## config.mk

```make
export PLATFORM = sky130hd
export DESIGN_NAME = multicycle_controller_flat
export DESIGN_NICKNAME = d
export VERILOG_FILES = /design/src/rtl/multicycle_controller_if.sv /design/src/rtl/multicycle_controller.sv /design/src/flat_wrapper.sv
export SDC_FILE = /design/constraint.sdc
export NUM_CORES = 1
export LEC_CHECK = 0
export ABC_CLOCK_PERIOD_IN_PS = 1500
export BUFFER_PORTS_ARGS = -buffer_cell sky130_fd_sc_hd__buf_2
export CORE_MARGIN = 2
export CORE_UTILIZATION = 42
export CTS_CLUSTER_DIAMETER = 60
export DETAILED_ROUTE_END_ITERATION = 7
export PLACE_DENSITY = 0.76
export SYNTH_ARGS = -nofsm -noshare
export SYNTH_HDL_FRONTEND = slang
export SYNTH_SLANG_ARGS = --single-unit
```

## constraint.sdc

```tcl
create_clock -name clk -period 1.5 [get_ports clk]
set_input_delay 0.15 -clock clk [delete_from_list [all_inputs] [get_ports clk]]
set_output_delay 0.15 -clock clk [all_outputs]
set_load 0.01 [all_outputs]
```

## src/rtl/multicycle_controller_if.sv

```systemverilog
// Control bus between the multicycle controller and its datapath.
// master: controller side (drives strobes/selects, reads Op/Func/Zero).
// slave : datapath side.
interface multicycle_controller_if;
    logic [3:0] Op;
    logic [8:0] Func;
    logic       Zero;

    logic       AdrSrc, MemWrite, IRWrite, RegWrite, A3Src, PCWrite;
    logic       OldPCWrite, MDRWrite, ResultSrc, AWrite, BWrite;
    logic [1:0] ALUSrcA, ALUSrcB, ImmSrc, PCSrc;
    logic [2:0] ALUControl;
    logic [3:0] state;
    logic       halted;

    modport master (
        input  Op, Func, Zero,
        output AdrSrc, MemWrite, IRWrite, RegWrite, A3Src, PCWrite,
               OldPCWrite, MDRWrite, ResultSrc, AWrite, BWrite,
               ALUSrcA, ALUSrcB, ImmSrc, PCSrc, ALUControl, state, halted
    );

    modport slave (
        output Op, Func, Zero,
        input  AdrSrc, MemWrite, IRWrite, RegWrite, A3Src, PCWrite,
               OldPCWrite, MDRWrite, ResultSrc, AWrite, BWrite,
               ALUSrcA, ALUSrcB, ImmSrc, PCSrc, ALUControl, state, halted
    );
endinterface

```

## src/rtl/multicycle_controller.sv

```systemverilog
// Moore FSM controller for a 16-bit multicycle CPU.
// Optional feature macro: ILLEGAL_TRAP_EN -- illegal Op/Func in DECODE traps
// into HALT (code 15) until reset; otherwise illegal encodings act as a
// 2-cycle NOP and halted is tied low.
// Outputs are decoded from the current state and forced to 0 while reset is
// high, so FETCH strobes appear in the very first cycle after reset release.
module multicycle_controller (
    input  logic                    clk,
    input  logic                    reset,
    multicycle_controller_if.master bus
);
    typedef enum logic [3:0] {
        S_FETCH  = 4'd0,
        S_DECODE = 4'd1,
        S_MEMRD  = 4'd2,
        S_LDWB   = 4'd3,
        S_MEMWR  = 4'd4,
        S_JMP    = 4'd5,
        S_BRZ    = 4'd6,
        S_EXECR  = 4'd7,
        S_EXECI  = 4'd8,
        S_ALUWB  = 4'd9,
        S_HALT   = 4'd15
    } state_t;

`ifdef ILLEGAL_TRAP_EN
    localparam state_t S_ILLEGAL = S_HALT;
`else
    localparam state_t S_ILLEGAL = S_FETCH;
`endif

    state_t     st;
    logic [2:0] alu_q;     // ALU operation latched in DECODE
    logic       moveto_q;  // MOVETO writes Ri instead of R0

    logic [2:0] f_alu;
    logic       f_legal, f_nop, f_moveto;

    // Decode the one-hot CTYPE function field; anything not exactly one
    // defined bit is illegal.
    always_comb begin
        f_alu    = 3'b000;
        f_legal  = 1'b1;
        f_nop    = 1'b0;
        f_moveto = 1'b0;
        case (bus.Func)
            9'h100:  begin f_alu = 3'b101; f_moveto = 1'b1; end
            9'h080:  f_alu = 3'b110;
            9'h040:  f_alu = 3'b000;
            9'h020:  f_alu = 3'b001;
            9'h010:  f_alu = 3'b010;
            9'h008:  f_alu = 3'b011;
            9'h004:  f_alu = 3'b100;
            9'h002:  f_nop = 1'b1;
            default: f_legal = 1'b0;
        endcase
    end

    // State register; Op/Func are only looked at in DECODE.
    always_ff @(posedge clk) begin
        if (reset) begin
            st       <= S_FETCH;
            alu_q    <= 3'b000;
            moveto_q <= 1'b0;
        end else begin
            case (st)
                S_FETCH:  st <= S_DECODE;
                S_DECODE: begin
                    case (bus.Op)
                        4'b0000: st <= S_MEMRD;
                        4'b0001: st <= S_MEMWR;
                        4'b0010: st <= S_JMP;
                        4'b0100: st <= S_BRZ;
                        4'b1000: begin
                            if (f_nop)
                                st <= S_FETCH;
                            else if (f_legal) begin
                                st       <= S_EXECR;
                                alu_q    <= f_alu;
                                moveto_q <= f_moveto;
                            end else
                                st <= S_ILLEGAL;
                        end
                        4'b1100, 4'b1101, 4'b1110, 4'b1111: begin
                            st       <= S_EXECI;
                            alu_q    <= {1'b0, bus.Op[1:0]};
                            moveto_q <= 1'b0;
                        end
                        default: st <= S_ILLEGAL;
                    endcase
                end
                S_MEMRD:          st <= S_LDWB;
                S_EXECR, S_EXECI: st <= S_ALUWB;
                S_HALT:           st <= S_HALT;
                default:          st <= S_FETCH;
            endcase
        end
    end

    // Moore output decode, gated off during reset.
    always_comb begin
        bus.AdrSrc     = 1'b0;
        bus.MemWrite   = 1'b0;
        bus.IRWrite    = 1'b0;
        bus.RegWrite   = 1'b0;
        bus.A3Src      = 1'b0;
        bus.PCWrite    = 1'b0;
        bus.OldPCWrite = 1'b0;
        bus.MDRWrite   = 1'b0;
        bus.ResultSrc  = 1'b0;
        bus.AWrite     = 1'b0;
        bus.BWrite     = 1'b0;
        bus.ALUSrcA    = 2'b00;
        bus.ALUSrcB    = 2'b00;
        bus.ImmSrc     = 2'b00;
        bus.PCSrc      = 2'b00;
        bus.ALUControl = 3'b000;
        if (!reset) begin
            case (st)
                S_FETCH: begin
                    bus.IRWrite    = 1'b1;
                    bus.OldPCWrite = 1'b1;
                    bus.ALUSrcB    = 2'b01;
                    bus.PCWrite    = 1'b1;
                end
                S_DECODE: begin
                    bus.AWrite = 1'b1;
                    bus.BWrite = 1'b1;
                end
                S_MEMRD: begin
                    bus.AdrSrc   = 1'b1;
                    bus.MDRWrite = 1'b1;
                end
                S_LDWB: begin
                    bus.ResultSrc = 1'b1;
                    bus.RegWrite  = 1'b1;
                end
                S_MEMWR: begin
                    bus.AdrSrc   = 1'b1;
                    bus.MemWrite = 1'b1;
                end
                S_JMP: begin
                    bus.PCSrc   = 2'b01;
                    bus.PCWrite = 1'b1;
                end
                S_BRZ: begin
                    bus.ALUSrcA    = 2'b10;
                    bus.ALUControl = 3'b101;
                    bus.PCSrc      = 2'b10;
                    bus.PCWrite    = bus.Zero;
                end
                S_EXECR: begin
                    bus.ALUSrcA    = 2'b10;
                    bus.ALUControl = alu_q;
                end
                S_EXECI: begin
                    bus.ALUSrcA    = 2'b10;
                    bus.ALUSrcB    = 2'b10;
                    bus.ALUControl = alu_q;
                end
                S_ALUWB: begin
                    bus.RegWrite = 1'b1;
                    bus.A3Src    = moveto_q;
                end
                default: ;
            endcase
        end
    end

    assign bus.state = st;
`ifdef ILLEGAL_TRAP_EN
    assign bus.halted = (st == S_HALT) && !reset;
`else
    assign bus.halted = 1'b0;
`endif

endmodule

```

## src/flat_wrapper.sv

```systemverilog
// flat-port wrapper written by rule: the top's interface ports become plain ports
module multicycle_controller_flat 
  (clk, reset, bus_Op, bus_Func, bus_Zero, bus_AdrSrc, bus_MemWrite, bus_IRWrite, bus_RegWrite, bus_A3Src, bus_PCWrite, bus_OldPCWrite, bus_MDRWrite, bus_ResultSrc, bus_AWrite, bus_BWrite, bus_ALUSrcA, bus_ALUSrcB, bus_ImmSrc, bus_PCSrc, bus_ALUControl, bus_state, bus_halted);
  multicycle_controller_if bus_i ();
  input  logic clk;
  input  logic reset;
  input wire logic [$bits(bus_i.Op)-1:0] bus_Op;
  input wire logic [$bits(bus_i.Func)-1:0] bus_Func;
  input wire logic [$bits(bus_i.Zero)-1:0] bus_Zero;
  output wire logic [$bits(bus_i.AdrSrc)-1:0] bus_AdrSrc;
  output wire logic [$bits(bus_i.MemWrite)-1:0] bus_MemWrite;
  output wire logic [$bits(bus_i.IRWrite)-1:0] bus_IRWrite;
  output wire logic [$bits(bus_i.RegWrite)-1:0] bus_RegWrite;
  output wire logic [$bits(bus_i.A3Src)-1:0] bus_A3Src;
  output wire logic [$bits(bus_i.PCWrite)-1:0] bus_PCWrite;
  output wire logic [$bits(bus_i.OldPCWrite)-1:0] bus_OldPCWrite;
  output wire logic [$bits(bus_i.MDRWrite)-1:0] bus_MDRWrite;
  output wire logic [$bits(bus_i.ResultSrc)-1:0] bus_ResultSrc;
  output wire logic [$bits(bus_i.AWrite)-1:0] bus_AWrite;
  output wire logic [$bits(bus_i.BWrite)-1:0] bus_BWrite;
  output wire logic [$bits(bus_i.ALUSrcA)-1:0] bus_ALUSrcA;
  output wire logic [$bits(bus_i.ALUSrcB)-1:0] bus_ALUSrcB;
  output wire logic [$bits(bus_i.ImmSrc)-1:0] bus_ImmSrc;
  output wire logic [$bits(bus_i.PCSrc)-1:0] bus_PCSrc;
  output wire logic [$bits(bus_i.ALUControl)-1:0] bus_ALUControl;
  output wire logic [$bits(bus_i.state)-1:0] bus_state;
  output wire logic [$bits(bus_i.halted)-1:0] bus_halted;
  assign bus_i.Op = bus_Op;
  assign bus_i.Func = bus_Func;
  assign bus_i.Zero = bus_Zero;
  assign bus_AdrSrc = bus_i.AdrSrc;
  assign bus_MemWrite = bus_i.MemWrite;
  assign bus_IRWrite = bus_i.IRWrite;
  assign bus_RegWrite = bus_i.RegWrite;
  assign bus_A3Src = bus_i.A3Src;
  assign bus_PCWrite = bus_i.PCWrite;
  assign bus_OldPCWrite = bus_i.OldPCWrite;
  assign bus_MDRWrite = bus_i.MDRWrite;
  assign bus_ResultSrc = bus_i.ResultSrc;
  assign bus_AWrite = bus_i.AWrite;
  assign bus_BWrite = bus_i.BWrite;
  assign bus_ALUSrcA = bus_i.ALUSrcA;
  assign bus_ALUSrcB = bus_i.ALUSrcB;
  assign bus_ImmSrc = bus_i.ImmSrc;
  assign bus_PCSrc = bus_i.PCSrc;
  assign bus_ALUControl = bus_i.ALUControl;
  assign bus_state = bus_i.state;
  assign bus_halted = bus_i.halted;
  multicycle_controller u_core (.clk(clk), .reset(reset), .bus(bus_i));
endmodule
```

==> out/qor.csv, run 1 <==
metric,value,unit
Inserted Diodes,0,
Layout area overhead,48.8,%
worst-case vdd ir drop,0.266,mV
leading post-synthesis cells by cell area,"sky130_fd_sc_hd__dfxtp_1 17%, sky130_fd_sc_hd__nor2_1 8.5%, sky130_fd_sc_hd__o21ai_0 5.4%, sky130_fd_sc_hd__buf_4 4.9%, sky130_fd_sc_hd__o21a_1 4.9%",
endpoint kind of the worst setup timing path,output port,
antenna violations before repair,0,
Std-Cell Rows,16,
number of setup violations in the final report,17,
proportion of register bits with asynchronous set or reset after synthesis,0,%
final number of max-transition violations,0,
critical path arrival,1540,ps
Top-Level Pins,43,
"Clk pin slew, worst setup/hold paths",50,ps
share of final-layout standard cells stronger than drive strength 1,47.8,%
critical path type,reg2out,
mean instance size in the synthesized netlist,6.93,sq um
total non-filler cell area in the finished layout,0.00137,sq mm
Flop pwr share,32.6,%
master cell of the clock root buffer,sky130_fd_sc_hd__clkbuf_4,
maximum clock insertion buffer count,2,
global placer's final weighted congestion,0.834,
worst flop-to-flop path startpoint,u_core.bus.state[1],
power after layout,702,uW
global-route congestion overflow total,0,
number of enable flip-flop cells after synthesis,0,
Horiz. Die Dim,50.9,um
share of the core filled with cells,67.9,%
total number of nets in the final design,196,
Final Hold Violating Endpoints,0,
post-layout minimum cycle time,1690,ps
Max H-tree Level,1,
sort of element at the start of the critical path,register,
largest net degree at the start of global routing,16,
Total Wirelength,2680,um
number of DRC violations after detailed routing,0,
CORE AREA,0.00202,sq mm
clock sink count,8,
violated checks,setup timing,
clock latency on the worst-skew pair,250,ps
synth unique cells,44,
HP Class,in2reg,
Die Span Y,50.9,um
primary flip-flop cell chosen by synthesis mapping,sky130_fd_sc_hd__dfxtp_1,
total placed instance area,0.00115,sq mm
total global routing track utilization,18.8,%
effective utilization at floorplan,45.6,%
clock network fraction of design power,22.6,%
via density per instance,5.51,
count of warnings emitted by yosys,0,
critical path buffer and inverter count,1,
setup slack after placement,11.3,ps
gate family responsible for the most delay along the worst path,simple AND/OR/NAND/NOR gates,
remaining antenna violation count after routing,0,
via count of the routed design,1130,
maximum net fanout on the critical path,3,
CTS tree,done,
via count of the first global-routing pass,927,
setup repair after global routing missed its margin,yes,
quantity of I/O buffers inserted on ports,38,
power spent charging and discharging nets,246,uW
Min-Delay Startpoint,bus_Func[8],
number of buffers inserted during clock tree synthesis,3,
power density relative to cell area,511,mW/mm^2
leading cell type by number of instances after synthesis,sky130_fd_sc_hd__nor2_1,
"area leader, netlist",sky130_fd_sc_hd__dfxtp_1,
most common library cells after synthesis,"21 x sky130_fd_sc_hd__nor2_1, 10 x sky130_fd_sc_hd__o21ai_0, 8 x sky130_fd_sc_hd__dfxtp_1, 8 x sky130_fd_sc_hd__nand2_1, 7 x sky130_fd_sc_hd__nor3_1",
worst setup path start,u_core.bus.state[1],
Leak Pwr,0.000597,uW
cell breakdown of the critical path,or4b_4 -> a21oi_4 -> o21a_1 -> buf_2,
post-route clock skew,4.45,ps
combinational fraction of design power,44.8,%
Highest Clock Rate,590,MHz
worst path setup slack after routing,-194,ps
area share of the largest cell type after synthesis,17.4,%
global-route wire length before repair,3670,um
detailed-route wire length per cell,13.1,um
count of max-cap constraint violations,0,
synthesized netlist cell count,133,
portion of the clock cycle consumed by the worst path in the final layout,113,%
post-synthesis instance area,922,sq um
result of the run,"complete, but fails checks",
internal cell power,455,uW
initial DRC count,25,
"slowest stage delay, CP",560,ps
#FFs+latches synth,8,
critical path data required time,1350,ps
library cell contributing the largest single delay on the critical path,sky130_fd_sc_hd__or4b_4,
die outline area,0.00259,sq mm
detailed placement HPWL,1840,um
first-pass iteration count of the detailed router,4,
count of hold buffers inserted by post-cts repair,0,
sequential-to-total area share from yosys stat,17.4,%
switching share of power,35.1,%
worst-case hold slack,233,ps
-- logic make-up after synthesis --
logic type / count (synthesis) / synth area share (%)
simple gates: 67 / 40.6
compound gates: 31 / 21.0
buf+inv: 16 / 10.2
flops: 8 / 17.4
xor+xnor: 7 / 6.65
mux: 3 / 3.80
other cells: 1 / 0.407
-- layout make-up --
type	instances	area, sq um
Clock buffer	3	22.5
Fill cell	160	649
Multi-Input combinational cell	112	774
Sequential cell	8	166
Tap cell	27	33.8
Timing Repair Buffer	55	375
-- cells in the final DEF (no fill, tap or decap), types with 5 or more instances in the layout --
cell and instances:
sky130_fd_sc_hd__nor2_1 16, sky130_fd_sc_hd__dfxtp_1 5, sky130_fd_sc_hd__o21ai_0 10, sky130_fd_sc_hd__o21a_1 6, sky130_fd_sc_hd__buf_2 36, sky130_fd_sc_hd__buf_4 11
sky130_fd_sc_hd__nand2_1 6, sky130_fd_sc_hd__buf_6 6
-- routing by layer --
metal | up-vias | global-route usage (%) | routed length [um]
met3 | 6 | 0.877 | 143
met2 | 49 | 37.5 | 1480
met1 | 523 | 19.5 | 1000
li1 | 552 | - | -
met5 | - | 0 | 0
met4 | 0 | 9.46 | 55
-- final timing paths --
| path | endpoint | slack [ps] | cells after the start |
|---|---|---|---|
| worst max-delay path | bus_ALUControl[2] | -190 | 4 |
| worst min-delay path | u_core.moveto_q | 230 | 3 |
| worst max register to register | u_core.alu_q[0] | 50 | 6 |
| worst min register to register | u_core.alu_q[1] | 510 | 2 |
-- flip-flops by register name, indices dropped and copies added, names as in the netlist --
signal and flops:
u_core.alu_q 3, u_core.bus.state 4, u_core.moveto_q 1
-- power by group through the flow --
stage / sequential (uW) / clock, uW / combinational [uW]
finish: 229 / 158 / 314
global placement: 233 / 0 / 253
detailed placement: 233 / 0 / 259
global route: 230 / 170 / 343
floorplan: 236 / 0 / 184
CTS: 229 / 163 / 278
-- metrics by stage --
stage                     setup TNS (ps)  cells
after floorplan                     -111    136
after global placement                 0    195
after detailed placement               0    195
after CTS                          -1350    200
after global routing               -2720    205
final                              -1730    205
-- worst min-delay path, delay by kind of cell --
| family | cells | cell delay, ps |
|---|---|---|
| buf+inv | 1 | 140 |
| compound gates | 1 | 60 |
| simple gates | 1 | 80 |
-- what timing repair did --
item | CTS | global route
buffers inserted | 2 | 4
pin swaps | 5 | 4
gates resized for setup | 12 | 19
setup endpoints to repair | 15 | 20
cloned | 0 | 1
endpoints found under the hold margin | 0 | 0
Power figures use the tool's default switching activity.
==> run 2, diff against run 1 <==
Settings changed: SETUP_SLACK_MARGIN set to 0.1, TNS_END_PERCENT set to 5.
==> out/qor.csv, run 2 (same netlist as run 1, synthesis figures left out) <==
metric,value,unit,change
result of the run,"complete, but fails checks",,unchanged
Final Hold Violating Endpoints,0,,unchanged
critical path arrival,1550,ps,was 1540 ps
post-route clock skew,6.77,ps,was 4.45 ps
Max H-tree Level,1,,unchanged
Total Wirelength,2430,um,was 2680 um
number of buffers inserted during clock tree synthesis,3,,unchanged
total non-filler cell area in the finished layout,0.00125,sq mm,was 0.00137 sq mm
master cell of the clock root buffer,sky130_fd_sc_hd__clkbuf_4,,unchanged
Highest Clock Rate,589,MHz,was 590 MHz
share of final-layout standard cells stronger than drive strength 1,43.9,%,was 47.8%
Horiz. Die Dim,50.9,um,unchanged
storage element area,164,sq um,was 166 sq um
global placer's final weighted congestion,0.834,,unchanged
switching share of power,34.7,%,was 35.1%
"commonest non-fill, non-tap cell in the layout",sky130_fd_sc_hd__buf_2,,unchanged
detailed-route wire length per cell,12.1,um,was 13.1 um
global-route wire length before repair,3710,um,was 3670 um
library cell contributing the largest single delay on the critical path,sky130_fd_sc_hd__or4b_4,,unchanged
total global routing track utilization,18.9,%,was 18.8%
final number of max-transition violations,0,,unchanged
fillers,182,,was 160
endpoint kind of the worst setup timing path,output port,,unchanged
via count of the routed design,1103,,was 1130
maximum clock insertion buffer count,2,,unchanged
Top-Level Pins,43,,unchanged
portion of the clock cycle consumed by the worst path in the final layout,113,%,about the same
Std-Cell Rows,16,,unchanged
via density per instance,5.52,,was 5.51
Flop pwr share,34.0,%,was 32.6%
internal cell power,442,uW,was 455 uW
CORE AREA,0.00202,sq mm,unchanged
clock latency on the worst-skew pair,250,ps,about the same
power spent charging and discharging nets,235,uW,was 246 uW
total number of nets in the final design,191,,was 196
"commonest non-fill, non-tap cells in the layout","38 x sky130_fd_sc_hd__buf_2, 17 x sky130_fd_sc_hd__nor2_1, 11 x sky130_fd_sc_hd__buf_4",,"was 36 x sky130_fd_sc_hd__buf_2, 16 x sky130_fd_sc_hd__nor2_1, 11 x sky130_fd_sc_hd__buf_4"
terminating pin of the worst hold path,u_core.moveto_q,,unchanged
effective utilization at floorplan,45.6,%,unchanged
"setup slack, reg-to-reg",80,ps,was 50 ps
Die Span Y,50.9,um,unchanged
combinational fraction of design power,42.2,%,was 44.8%
critical path type,reg2out,,unchanged
violated checks,setup timing,,unchanged
destination of the worst register-to-register timing path,u_core.alu_q[0],,unchanged
worst path setup slack after routing,-197,ps,was -194 ps
first-pass iteration count of the detailed router,4,,unchanged
antenna violations before repair,0,,unchanged
power density relative to cell area,539,mW/mm^2,was 511 mW/mm^2
total placed instance area,0.00115,sq mm,unchanged
max reg flops,4,,unchanged
critical path data required time,1350,ps,about the same
Min-Delay Startpoint,bus_Func[8],,unchanged
number of cells traversed by the worst register-to-register path,6,,unchanged
global-route congestion overflow total,0,,unchanged
Inserted Diodes,0,,unchanged
"slowest stage delay, CP",560,ps,about the same
count of max-cap constraint violations,0,,unchanged
cell breakdown of the critical path,or4b_4 -> a21oi_4 -> o21a_1 -> buf_2,,unchanged
power after layout,677,uW,was 702 uW
"Clk pin slew, worst setup/hold paths",50,ps,about the same
remaining antenna violation count after routing,0,,unchanged
Leak Pwr,0.000561,uW,was 0.000597 uW
largest net degree at the start of global routing,16,,unchanged
clock network fraction of design power,23.8,%,was 22.6%
area of the multi-input gates,747,sq um,was 774 sq um
CTS tree,done,,unchanged
number of DRC violations after detailed routing,0,,unchanged
initial DRC count,24,,was 25
quantity of I/O buffers inserted on ports,38,,unchanged
Layout area overhead,36.1,%,was 48.8%
detailed placement HPWL,1840,um,unchanged
setup slack after placement,11.3,ps,unchanged
clock sink count,8,,unchanged
via count of the first global-routing pass,931,,was 927
die outline area,0.00259,sq mm,unchanged
worst flop-to-flop path startpoint,u_core.bus.state[1],,unchanged
maximum net fanout on the critical path,3,,unchanged
setup repair after global routing missed its margin,yes,,unchanged
Hold Path Depth,3,,unchanged
worst-case vdd ir drop,0.258,mV,was 0.266 mV
HP Class,in2reg,,unchanged
number of setup violations in the final report,13,,was 17
post-layout minimum cycle time,1700,ps,was 1690 ps
sort of element at the start of the critical path,register,,unchanged
## run 2: changes by cell type in the layout (fill, tap and decap cells not counted), sizes merged
cell,change
clkbuf,-1
buf,-4
## run 2: critical path, delay by kind of cell (launching register included)
family,cells,cell delay [ps]
buffers and inverters,1,120
DFF,1,320
AOI/OAI and AO/OA,2,290
and+or+nand+nor,1,560
## run 2: power by group through the flow
stage / combinational, uW / clock, uW / sequential, uW
global route: 315 / 170 / 231
detailed placement: 259 / 0 / 233
CTS: 281 / 163 / 229
finish: 286 / 161 / 230
floorplan: 184 / 0 / 236
global placement: 253 / 0 / 233
## run 2: routing by layer
metal	vias to the layer above	GRT usage, %	wire length, um
met5	-	0	0
met4	0	9.46	36
met3	4	0.877	127
met2	43	37.5	1230
met1	513	19.9	1030
li1	543	-	-
## run 2: worst max path at each step
stage / start / end / slack [ps] / depth (start not counted)
finish: u_core.bus.state[1] / bus_ALUControl[2] / -200 / 4
global route: u_core.bus.state[1] / bus_ALUControl[0] / -250 / 4
CTS: u_core.bus.state[1] / bus_ALUControl[2] / -190 / 4
detailed placement: bus_Func[6] / u_core.moveto_q / 10 / 6
global placement: u_core.bus.state[0] / bus_ALUControl[0] / 60 / 4
floorplan: u_core.bus.state[0] / bus_ALUControl[0] / -40 / 4
## run 2: through the flow
step | hold WS, ps | utilization [%] | TNS (ps) | std cells
2_1_floorplan | 294 | - | -111 | 136
3_3_place_gp | 475 | 57.1 | 0 | 195
3_5_place_dp | 493 | 57.1 | 0 | 195
4_1_cts | 230 | 61.4 | -1310 | 200
5_1_grt | 257 | 62.1 | -2130 | 200
6_report | 232 | 62.1 | -1360 | 200
## run 2: final cells by class
type                    count  share of cell area [%]
multi-input cells         112                    59.5
repair buffers             50                    22.9
flip-flops and latches      8                    13.1
well taps                  27                    2.69
clock buffers               3                    1.79
## run 2: repair_timing
action,4_1_cts,5_1_grt
hold buffers,0,0
setup buffers,2,0
endpoints found under the setup margin,17,23
gates resized for setup,13,4
pin swaps,10,3
